File: src/rtl/drp_slave_regfile.sv
`default_nettype none
// +--------------------------------------------------------------------------+
// | Module   : drp_slave_regfile                                             |
// | Brief    : DRP responder backed by a local register array with fixed     |
// |            EN-to-RDY latency; optional error counter via the macro       |
// |            DRP_SLAVE_ERR_CNT_EN (adds ERR_CNT / ERR_CNT_CLR ports).      |
// | Revision : 1.0                                                           |
// +--------------------------------------------------------------------------+
module drp_slave_regfile #(
    parameter int                          C_DRP_ADDR_WIDTH = 12,
    parameter int                          C_DRP_DATA_WIDTH = 16,
    parameter int                          C_REG_NUM        = 64,
    parameter int                          C_RDY_LATENCY    = 3,
    parameter logic [C_DRP_DATA_WIDTH-1:0] C_INIT_VALUE     = '0
) (
    input  logic                        S_DRPCLK,
    input  logic                        S_DRPRSTN,
    input  logic                        S_DRPEN,
    input  logic                        S_DRPWE,
    input  logic [C_DRP_ADDR_WIDTH-1:0] S_DRPADDR,
    input  logic [C_DRP_DATA_WIDTH-1:0] S_DRPDI,
    output logic [C_DRP_DATA_WIDTH-1:0] S_DRPDO,
    output logic                        S_DRPRDY,
    output logic                        S_BUSY,
    output logic                        S_ERR_PULSE,
`ifdef DRP_SLAVE_ERR_CNT_EN
    input  logic                        ERR_CNT_CLR,
    output logic [7:0]                  ERR_CNT,
`endif
    output logic                        USER_WR_PULSE,
    output logic [C_DRP_ADDR_WIDTH-1:0] USER_WR_ADDR,
    output logic [C_DRP_DATA_WIDTH-1:0] USER_WR_DATA
);

    localparam int                          IDX_W     = (C_REG_NUM > 1) ? $clog2(C_REG_NUM) : 1;
    localparam logic [C_DRP_ADDR_WIDTH:0]   REG_NUM_W = (C_DRP_ADDR_WIDTH + 1)'(C_REG_NUM);
    localparam logic [3:0]                  LAT_INIT  = 4'(C_RDY_LATENCY - 1);

    typedef enum logic [1:0] {
        ST_IDLE = 2'd0,
        ST_WAIT = 2'd1,
        ST_RESP = 2'd2
    } state_t;

    state_t                        state_q;
    logic [3:0]                    cnt_q;
    logic                          we_q;
    logic [C_DRP_ADDR_WIDTH-1:0]   addr_q;
    logic [C_DRP_DATA_WIDTH-1:0]   di_q;
    logic [C_DRP_DATA_WIDTH-1:0]   regs_q [C_REG_NUM];

    logic [C_DRP_DATA_WIDTH-1:0]   do_q;
    logic                          rdy_q;
    logic                          busy_q;
    logic                          err_q;
    logic                          wr_pulse_q;
    logic [C_DRP_ADDR_WIDTH-1:0]   wr_addr_q;
    logic [C_DRP_DATA_WIDTH-1:0]   wr_data_q;

    logic                          accept;
    logic                          collision;
    logic                          enter_resp;
    logic                          resp_we;
    logic [C_DRP_ADDR_WIDTH-1:0]   resp_addr;
    logic [C_DRP_DATA_WIDTH-1:0]   resp_di;
    logic                          resp_in_range;
    logic [IDX_W-1:0]              resp_idx;
    logic [C_DRP_DATA_WIDTH-1:0]   rd_data;
    logic                          commit;

    // With latency 1 the response is formed straight from the bus inputs,
    // otherwise from the captured request.
    always_comb begin
        accept    = S_DRPEN && (state_q == ST_IDLE);
        collision = S_DRPEN && (state_q != ST_IDLE);
        if (state_q == ST_IDLE) begin
            enter_resp = accept && (C_RDY_LATENCY == 1);
            resp_we    = S_DRPWE;
            resp_addr  = S_DRPADDR;
            resp_di    = S_DRPDI;
        end else begin
            enter_resp = (state_q == ST_WAIT) && (cnt_q == 4'd1);
            resp_we    = we_q;
            resp_addr  = addr_q;
            resp_di    = di_q;
        end
        resp_in_range = ({1'b0, resp_addr} < REG_NUM_W);
        resp_idx      = resp_addr[IDX_W-1:0];
        rd_data       = resp_in_range ? regs_q[resp_idx] : '0;
        commit        = (state_q == ST_RESP) && we_q && resp_in_range;
    end

    always_ff @(posedge S_DRPCLK or negedge S_DRPRSTN) begin
        if (!S_DRPRSTN) begin
            state_q    <= ST_IDLE;
            cnt_q      <= '0;
            we_q       <= 1'b0;
            addr_q     <= '0;
            di_q       <= '0;
            do_q       <= '0;
            rdy_q      <= 1'b0;
            busy_q     <= 1'b0;
            err_q      <= 1'b0;
            wr_pulse_q <= 1'b0;
            wr_addr_q  <= '0;
            wr_data_q  <= '0;
        end else begin
            rdy_q      <= 1'b0;
            do_q       <= '0;
            wr_pulse_q <= 1'b0;
            err_q      <= collision;
            case (state_q)
                ST_IDLE: begin
                    if (accept) begin
                        we_q    <= S_DRPWE;
                        addr_q  <= S_DRPADDR;
                        di_q    <= S_DRPDI;
                        cnt_q   <= LAT_INIT;
                        busy_q  <= 1'b1;
                        state_q <= (C_RDY_LATENCY == 1) ? ST_RESP : ST_WAIT;
                    end
                end
                ST_WAIT: begin
                    if (cnt_q == 4'd1) begin
                        state_q <= ST_RESP;
                    end else begin
                        cnt_q <= cnt_q - 4'd1;
                    end
                end
                ST_RESP: begin
                    state_q <= ST_IDLE;
                    busy_q  <= 1'b0;
                end
                default: begin
                    state_q <= ST_IDLE;
                    busy_q  <= 1'b0;
                end
            endcase
            if (enter_resp) begin
                rdy_q <= 1'b1;
                do_q  <= resp_we ? '0 : rd_data;
                if (!resp_in_range) begin
                    err_q <= 1'b1;
                end
                if (resp_we && resp_in_range) begin
                    wr_pulse_q <= 1'b1;
                    wr_addr_q  <= resp_addr;
                    wr_data_q  <= resp_di;
                end
            end
        end
    end

    // The array is written on the edge that closes the RESP cycle.
    always_ff @(posedge S_DRPCLK or negedge S_DRPRSTN) begin
        if (!S_DRPRSTN) begin
            for (int i = 0; i < C_REG_NUM; i++) begin
                regs_q[i] <= C_INIT_VALUE;
            end
        end else if (commit) begin
            regs_q[resp_idx] <= di_q;
        end
    end

`ifdef DRP_SLAVE_ERR_CNT_EN
    logic [7:0] err_cnt_q;
    logic [8:0] err_sum;

    always_comb begin
        err_sum = {1'b0, err_cnt_q} + {8'd0, collision}
                + {8'd0, enter_resp && !resp_in_range};
    end

    always_ff @(posedge S_DRPCLK or negedge S_DRPRSTN) begin
        if (!S_DRPRSTN) begin
            err_cnt_q <= '0;
        end else if (ERR_CNT_CLR) begin
            err_cnt_q <= '0;
        end else begin
            err_cnt_q <= err_sum[8] ? 8'hFF : err_sum[7:0];
        end
    end

    assign ERR_CNT = err_cnt_q;
`endif

    assign S_DRPDO       = do_q;
    assign S_DRPRDY      = rdy_q;
    assign S_BUSY        = busy_q;
    assign S_ERR_PULSE   = err_q;
    assign USER_WR_PULSE = wr_pulse_q;
    assign USER_WR_ADDR  = wr_addr_q;
    assign USER_WR_DATA  = wr_data_q;

endmodule
`default_nettype wire
File: config.mk
export PLATFORM = sky130hd
export DESIGN_NAME = drp_slave_regfile
export DESIGN_NICKNAME = d
export VERILOG_FILES = /design/src/rtl/drp_slave_regfile.sv
export SDC_FILE = /design/constraint.sdc
export NUM_CORES = 2
export LEC_CHECK = 0
export CORE_ASPECT_RATIO = 0.6
export CORE_UTILIZATION = 35
export DETAILED_ROUTE_END_ITERATION = 8
export PLACE_DENSITY = 0.48
export SETUP_SLACK_MARGIN = 0.3
export SLEW_MARGIN = 15
export SYNTH_ARGS = -nofsm -noshare
export SYNTH_HDL_FRONTEND = slang
export SYNTH_SLANG_ARGS = --single-unit
File: constraint.sdc
create_clock -name S_DRPCLK -period 3.21 [get_ports S_DRPCLK]
set_input_delay 0.642 -clock S_DRPCLK [delete_from_list [all_inputs] [get_ports S_DRPCLK]]
set_output_delay 0.642 -clock S_DRPCLK [all_outputs]
set_load 0.01 [all_outputs]
## Word level (Yosys, flattened, before mapping)

Index checks and enable logic that the tools add are counted.

- Bits in registers: 1107
- Bits in latches: 0
- RAM bits: 0
- Bits in read-only memories: 0
- Bits of input ports: 32
- Output and inout bits: 48
- Word-level logic and storage cells: 129
- Memories kept: 0

- Add/subtract/negate cells: 1
- Multiply operators: 0
- Divide/modulo/power cells: 0
- $lt $le $gt $ge: 3
- Equality and inequality tests: 6
- Shift-type cells: 0
- Multiplexer cells: 26
- Bitwise operators: 2
- Reductions and logical operators: 15

Operators by type and width:

| cell | number |
|---|---|
| $bwmux 1024 | 1 |
| $mux 16 | 7 |
| $bmux 16 s6 | 1 |
| $demux 16 s6 | 1 |
| $lt 12x7->1 const B | 1 |
| $mux 12 | 1 |
| $mux 1 | 8 |
| $mux 4 | 2 |
| $pmux 4 s2 | 1 |
| $reduce_and 2->1 | 4 |
| $ge 7x7->1 const B | 1 |
| $logic_and 1x1->1 | 7 |
| $lt 7x1->1 const B | 1 |
| $not 6->7 | 1 |
| $eq 4x1->1 const B | 1 |
| $mux 2 | 2 |
| $ne 2x2->1 const B | 2 |
| $pmux 2 s2 | 1 |
| $reduce_bool 2->1 | 2 |
| $sub 4x1->4 const B | 1 |
| $reduce_and 3->1 | 1 |
| $eq 2x1->1 const B | 1 |
| $eq 2x2->1 const B | 1 |
| $logic_not 2->1 | 1 |
| 3 further kinds | 3 |

## Longest topological paths before layout

- Depth after elaboration: 9
- Depth in mapped cells: 12

## Worst setup path after synthesis

Ideal clock, no wire load.

- Path kind: flip-flop to flip-flop
- Start point: register addr_q[9]
- End point: register regs_q[517] in the netlist's numbering
- Setup time: 125 ps
- Data arrival time: 2465 ps
- Data required time: 3085 ps
- Path slack: 621 ps
- Cell stages (with the launch flop): 9
- Buffers on the path: 2
- Period minus slack after synthesis: 2589 ps
- Cell sequence: dfrtp_1 -> or4_1 -> nor3_2 -> and4b_1 -> buf_6 -> nand2_2 -> nor2_2 -> buf_2 -> mux2_2

- Word-level cells in the longest chain between the ends: 3

RTL lines:

| item | RTL line | text |
|---|---|---|
| start: declaration | 48 | `logic [C_DRP_ADDR_WIDTH-1:0] addr_q;` |
| start signal: assignment | 98 | `addr_q <= '0;` |
| start signal: assignment | 116 | `addr_q <= S_DRPADDR;` |
| $mux 12 | 76 | `if (state_q == ST_IDLE) begin` |
| $lt 12x7->1 | 87 | `resp_in_range = ({1'b0, resp_addr} < REG_NUM_W);` |
| $logic_and 1x1->1 | 90 | `commit = (state_q == ST_RESP) && we_q && resp_in_range;` |
| end signal: indexed assignment | 161 | `regs_q[resp_idx] <= di_q;` |
| end: declaration | 50 | `logic [C_DRP_DATA_WIDTH-1:0] regs_q [C_REG_NUM];` |

No other way between the ends.
A chain may end at the register's enable or synchronous reset.

## Worst setup path in the final report

- Start point: register state_q[1]
- End point: register do_q[11], in the netlist S_DRPDO[11]

- Word-level cells in the longest chain between the ends: 9
- Elaborated cells on any way between the ends: 14
- Classes of those cells: 1 x order compare; 1 x eq/ne; 9 x mux; 1 x bitwise; 2 x reduce/logical

RTL lines:

| item | RTL line | text |
|---|---|---|
| start: declaration | 45 | `state_t state_q;` |
| start signal: assignment | 120 | `state_q <= (C_RDY_LATENCY == 1) ? ST_RESP : ST_WAIT;` |
| $logic_not 2->1 | 76 |  |
| $mux 12 | 76 |  |
| $not 6->7 (implied by the code) | 89 | `rd_data = resp_in_range ? regs_q[resp_idx] : '0;` |
| $bmux 16 s6 | 89 |  |
| $mux 16 (implied by the code) (2 in a row) | 89 |  |
| $mux 16 | 89 |  |
| $mux 16 | 141 | `do_q <= resp_we ? '0 : rd_data;` |
| $mux 16 (*) | 139 | `if (enter_resp) begin` |
| end signal: assignment | 141 |  |
| end: declaration | 52 | `logic [C_DRP_DATA_WIDTH-1:0] do_q;` |

Every way passes the cells marked *; elsewhere a longest branch is shown, timed or not. The select of a mux whose other input is x is not followed.

==> metrics <==
width of the die=a little under 500 µm; DRT Wirelength=between 150 and 200 mm; Port Buf Inserts=79; top post-synthesis cells by area=dfrtp_1 (57%), mux2_2 (21%), o22ai_1 (4.8%), mux2_1 (2.1%), nand2_1 (1.8%); Setup violations, final=0; GR Overflow Total=0; Pwr per Cell Area=837.4 nW/µm²; number of global-route vias before repair=35.22k; largest area contributor in the netlist=dfrtp_1; syn_nets=about 4k; Worst-Skew Late Latency=about 750 ps; initial core utilization=0.3554; share of the synthesized area in the top cell type=0.5661; share of layout cells above drive strength 1=0.4525; antenna violations before repair=10; Worst Tran Pin Value=1149 ps; Final Hold Violating Endpoints=0; flops & latches, synth=between 1k and 1.5k; H-tree Lvls=3; minimum clock period after layout=between 2000 and 3000 ps; Worst Setup Start Kind=register; count of cell types in the netlist=62; ys flop type=dfrtp_1; Lkg Pwr=around 30 nW; Synth Area per Inst=approximately 13 µm²; Detail Route Antenna Nets=0; cell count after synthesis=3861; CTS buffer count=108; final hold slack=412.9 ps; CTS tree=yes; ys async rst share=1.000; fin. max-slew vios=0; Crit Path Class=reg -> reg; FF-to-FF path depth=10; Root Buffer=clkbuf_16; setup TNS=0 ps; crit end category=register; crit-path max FO=7; sequential cell area fraction in the yosys report=0.5661; vias per cell=~5.7; row count=roughly 110; 1st-pass router iterations=5; Hold Crit Depth=3; area delta synth->final=27.38%; Syn Std Cell Area=48930 µm²; Max Cap Viol=0; Critical Path RT=roughly 3900 ps; worst min path class=in -> reg; EDFF count, synth=0; fin nets=between 4k and 5k; Arrival @ worst endpoint=between 3000 and 4000 ps; GRT Total Usage=0.2678; start of the worst register-to-register path=state_q[1]$_DFFE_PN0P_; clock-pin slew on the worst setup and hold paths=70 ps; Clock Sinks=~1.1k; area of the multi-input gates=approximately 20000 µm²; Max-slew headroom=0.2337; Final Cycle Share=0.9325; core box area=around 140000 µm²; Iter 0 DRT Violations=between 3k and 4k; WL per Instance=around 30 µm; Max Freq=around 330 MHz; global-route wire length before repair=~270 mm; Top Ports=80; Synth warnings=0; Max rail drop VDD=roughly 0.76 mV; unrepaired setup endpoints after global routing=yes; Clock Path Buffers=3; sequential cell area=between 20000 and 30000 µm²; hpwl dp=roughly 130 mm; die height=slightly below 300 µm; status=complete, no violations; vias=about 36k; DRC=0; min-delay src=S_DRPADDR[1]; die area=~140000 µm²; crit path from=state_q[1]$_DFFE_PN0P_; Routability Congestion=~0.9; post-route clock skew=between 30 and 40 ps; largest net degree at the start of global routing=100; Filler Cells Inserted=12.48k
==> metrics by stage <==
step           instances  instance area, µm²    util  power (W)  setup slack [ps]
6_report            6251               62330  0.4527    0.05220             216.6
3_5_place_dp        5983               56460  0.4100    0.03532            -973.9
3_3_place_gp        5983               56460  0.4100    0.03539            -857.1
4_1_cts             6216               61130  0.4440    0.05054             230.6
5_1_grt             6250               62330  0.4527    0.05388             191.1
2_1_floorplan       3861               48930       -    0.02297             620.6
==> worst max-delay path, cell delays in order, from the launching register on <==
cell and delay (ps):
dfrtp_2 480, o21ba_4 260, buf_8 150, a22oi_2 310, buf_6 220, buf_8 150
o22ai_1 200, o41ai_1 380, buf_4 210, o2111ai_2 230, nor4_1 310
==> power by group <==
group	switching, W	internal, W
Combinational	0.0132	0.00872
Sequential	0.00198	0.0143
Clock	0.00592	0.00812
==> layout make-up <==
| type | instances | area share |
|---|---|---|
| antenna | 1 | 0.00004015 |
| clock buffer | 162 | 0.05278 |
| clock inverter | 40 | 0.009194 |
| inverter | 4 | 0.0002409 |
| multi-input combinational | 2413 | 0.3303 |
| sequential | 1107 | 0.4451 |
| tap | 1819 | 0.03652 |
| timing repair buffer | 705 | 0.1258 |
==> routing by layer <==
| layer | share of wire | vias to the layer above | global-route usage |
|---|---|---|---|
| met4 | 0.022 | 0 | 0.05704 |
| met3 | 0.089 | 233 | 0.08073 |
| met2 | 0.40 | 1229 | 0.3567 |
| met1 | 0.49 | 18950 | 0.4174 |
| met5 | 0 | - | 0 |
| li1 | - | 15110 | - |
==> synth_stat cells, types with 3 or more instances <==
library cell  count
dfrtp_1        1107
mux2_2          933
o22ai_1         372
nand2_1         239
nor2_1          180
a21oi_1         170
clkbuf_1        169
buf_2           103
mux2_1           92
nor4_1           81
nor3_1           66
a31oi_1          40
buf_4            36
nor2_4           31
buf_6            21
mux2i_1          20
nand2_4          18
nor2_2           17
and3_1           12
nand3_1          12
or3_1            12
nor2b_1          11
o21ai_0          11
or4_1            10
buf_1             8
o221ai_1          8
o41ai_1           8
o31ai_1           7
a32o_1            5
and2_1            5
a211o_1           4
a22oi_4           4
inv_1             4
o22a_1            4
nand3b_1          3
nor4b_1           3
o2111ai_1         3
==> final timing paths <==
path / to / slack [ps]
worst max register to register: S_DRPDO[11]$_DFF_PN0_ / 220
worst min register to register: addr_q[7]$_DFFE_PN0P_ / 480
worst max-delay path: S_DRPDO[11]$_DFF_PN0_ / 220
min in group asynchronous: regs_q[421]$_DFFE_PN0P_ / 460
worst min-delay path: addr_q[1]$_DFFE_PN0P_ / 410
max in group asynchronous: regs_q[939]$_DFFE_PN0P_ / 1580
==> registers in the layout (all words and copies together), names as in the netlist <==
signal,count
regs_q,1024
S_DRPRDY,1
state_q,2
S_DRPDO,16
addr_q,12
S_ERR_PULSE,1
cnt_q,4
di_q,16
USER_WR_PULSE,1
USER_WR_ADDR,12
USER_WR_DATA,16
S_BUSY,1
we_q,1
==> kinds of logic (layout without fill, tap and decap cells) <==
family,after synthesis,in the layout,share of synthesized area
fa+ha+maj,2,2,0.0005113
mux,1046,1046,0.2404
other cells,0,1,0
buf+inv,341,911,0.03478
simple gates,712,712,0.07410
compound gates,651,651,0.08369
xor+xnor,2,2,0.0003580
flops,1107,1107,0.5661
==> layout by cell type (no fill, tap or decap), types with 11 or more instances in the layout <==
cell type / netlist / final
dfrtp_1: 1107 / 1089
mux2i_1: 20 / 19
nor2_1: 180 / 168
buf_12: 0 / 164
clkbuf_8: 0 / 32
nor3_1: 66 / 47
nor4_1: 81 / 39
a21oi_1: 170 / 151
nor4_2: 1 / 37
mux2_1: 92 / 92
o22ai_1: 372 / 352
nor2_2: 17 / 27
and3_1: 12 / 11
nor3_2: 1 / 20
o22ai_2: 0 / 18
nand2_1: 239 / 234
clkdlybuf4s50_1: 0 / 77
a21oi_2: 0 / 17
a31oi_1: 40 / 34
mux2_2: 933 / 933
nor2_4: 31 / 33
clkbuf_16: 0 / 113
bufinv_16: 0 / 13
clkbuf_1: 169 / 19
buf_4: 36 / 411
buf_6: 21 / 38
clkinv_2: 0 / 17
==> what timing repair did <==
item,4_1_cts,5_1_grt
hold endpoints to repair,33,0
hold buffers,1,0
setup buffers,29,32
cloned,1,2
gates resized for setup,106,157
pin swaps,24,63
setup endpoints to repair,275,433
No activity file was read; power rests on OpenSTA's default activity.
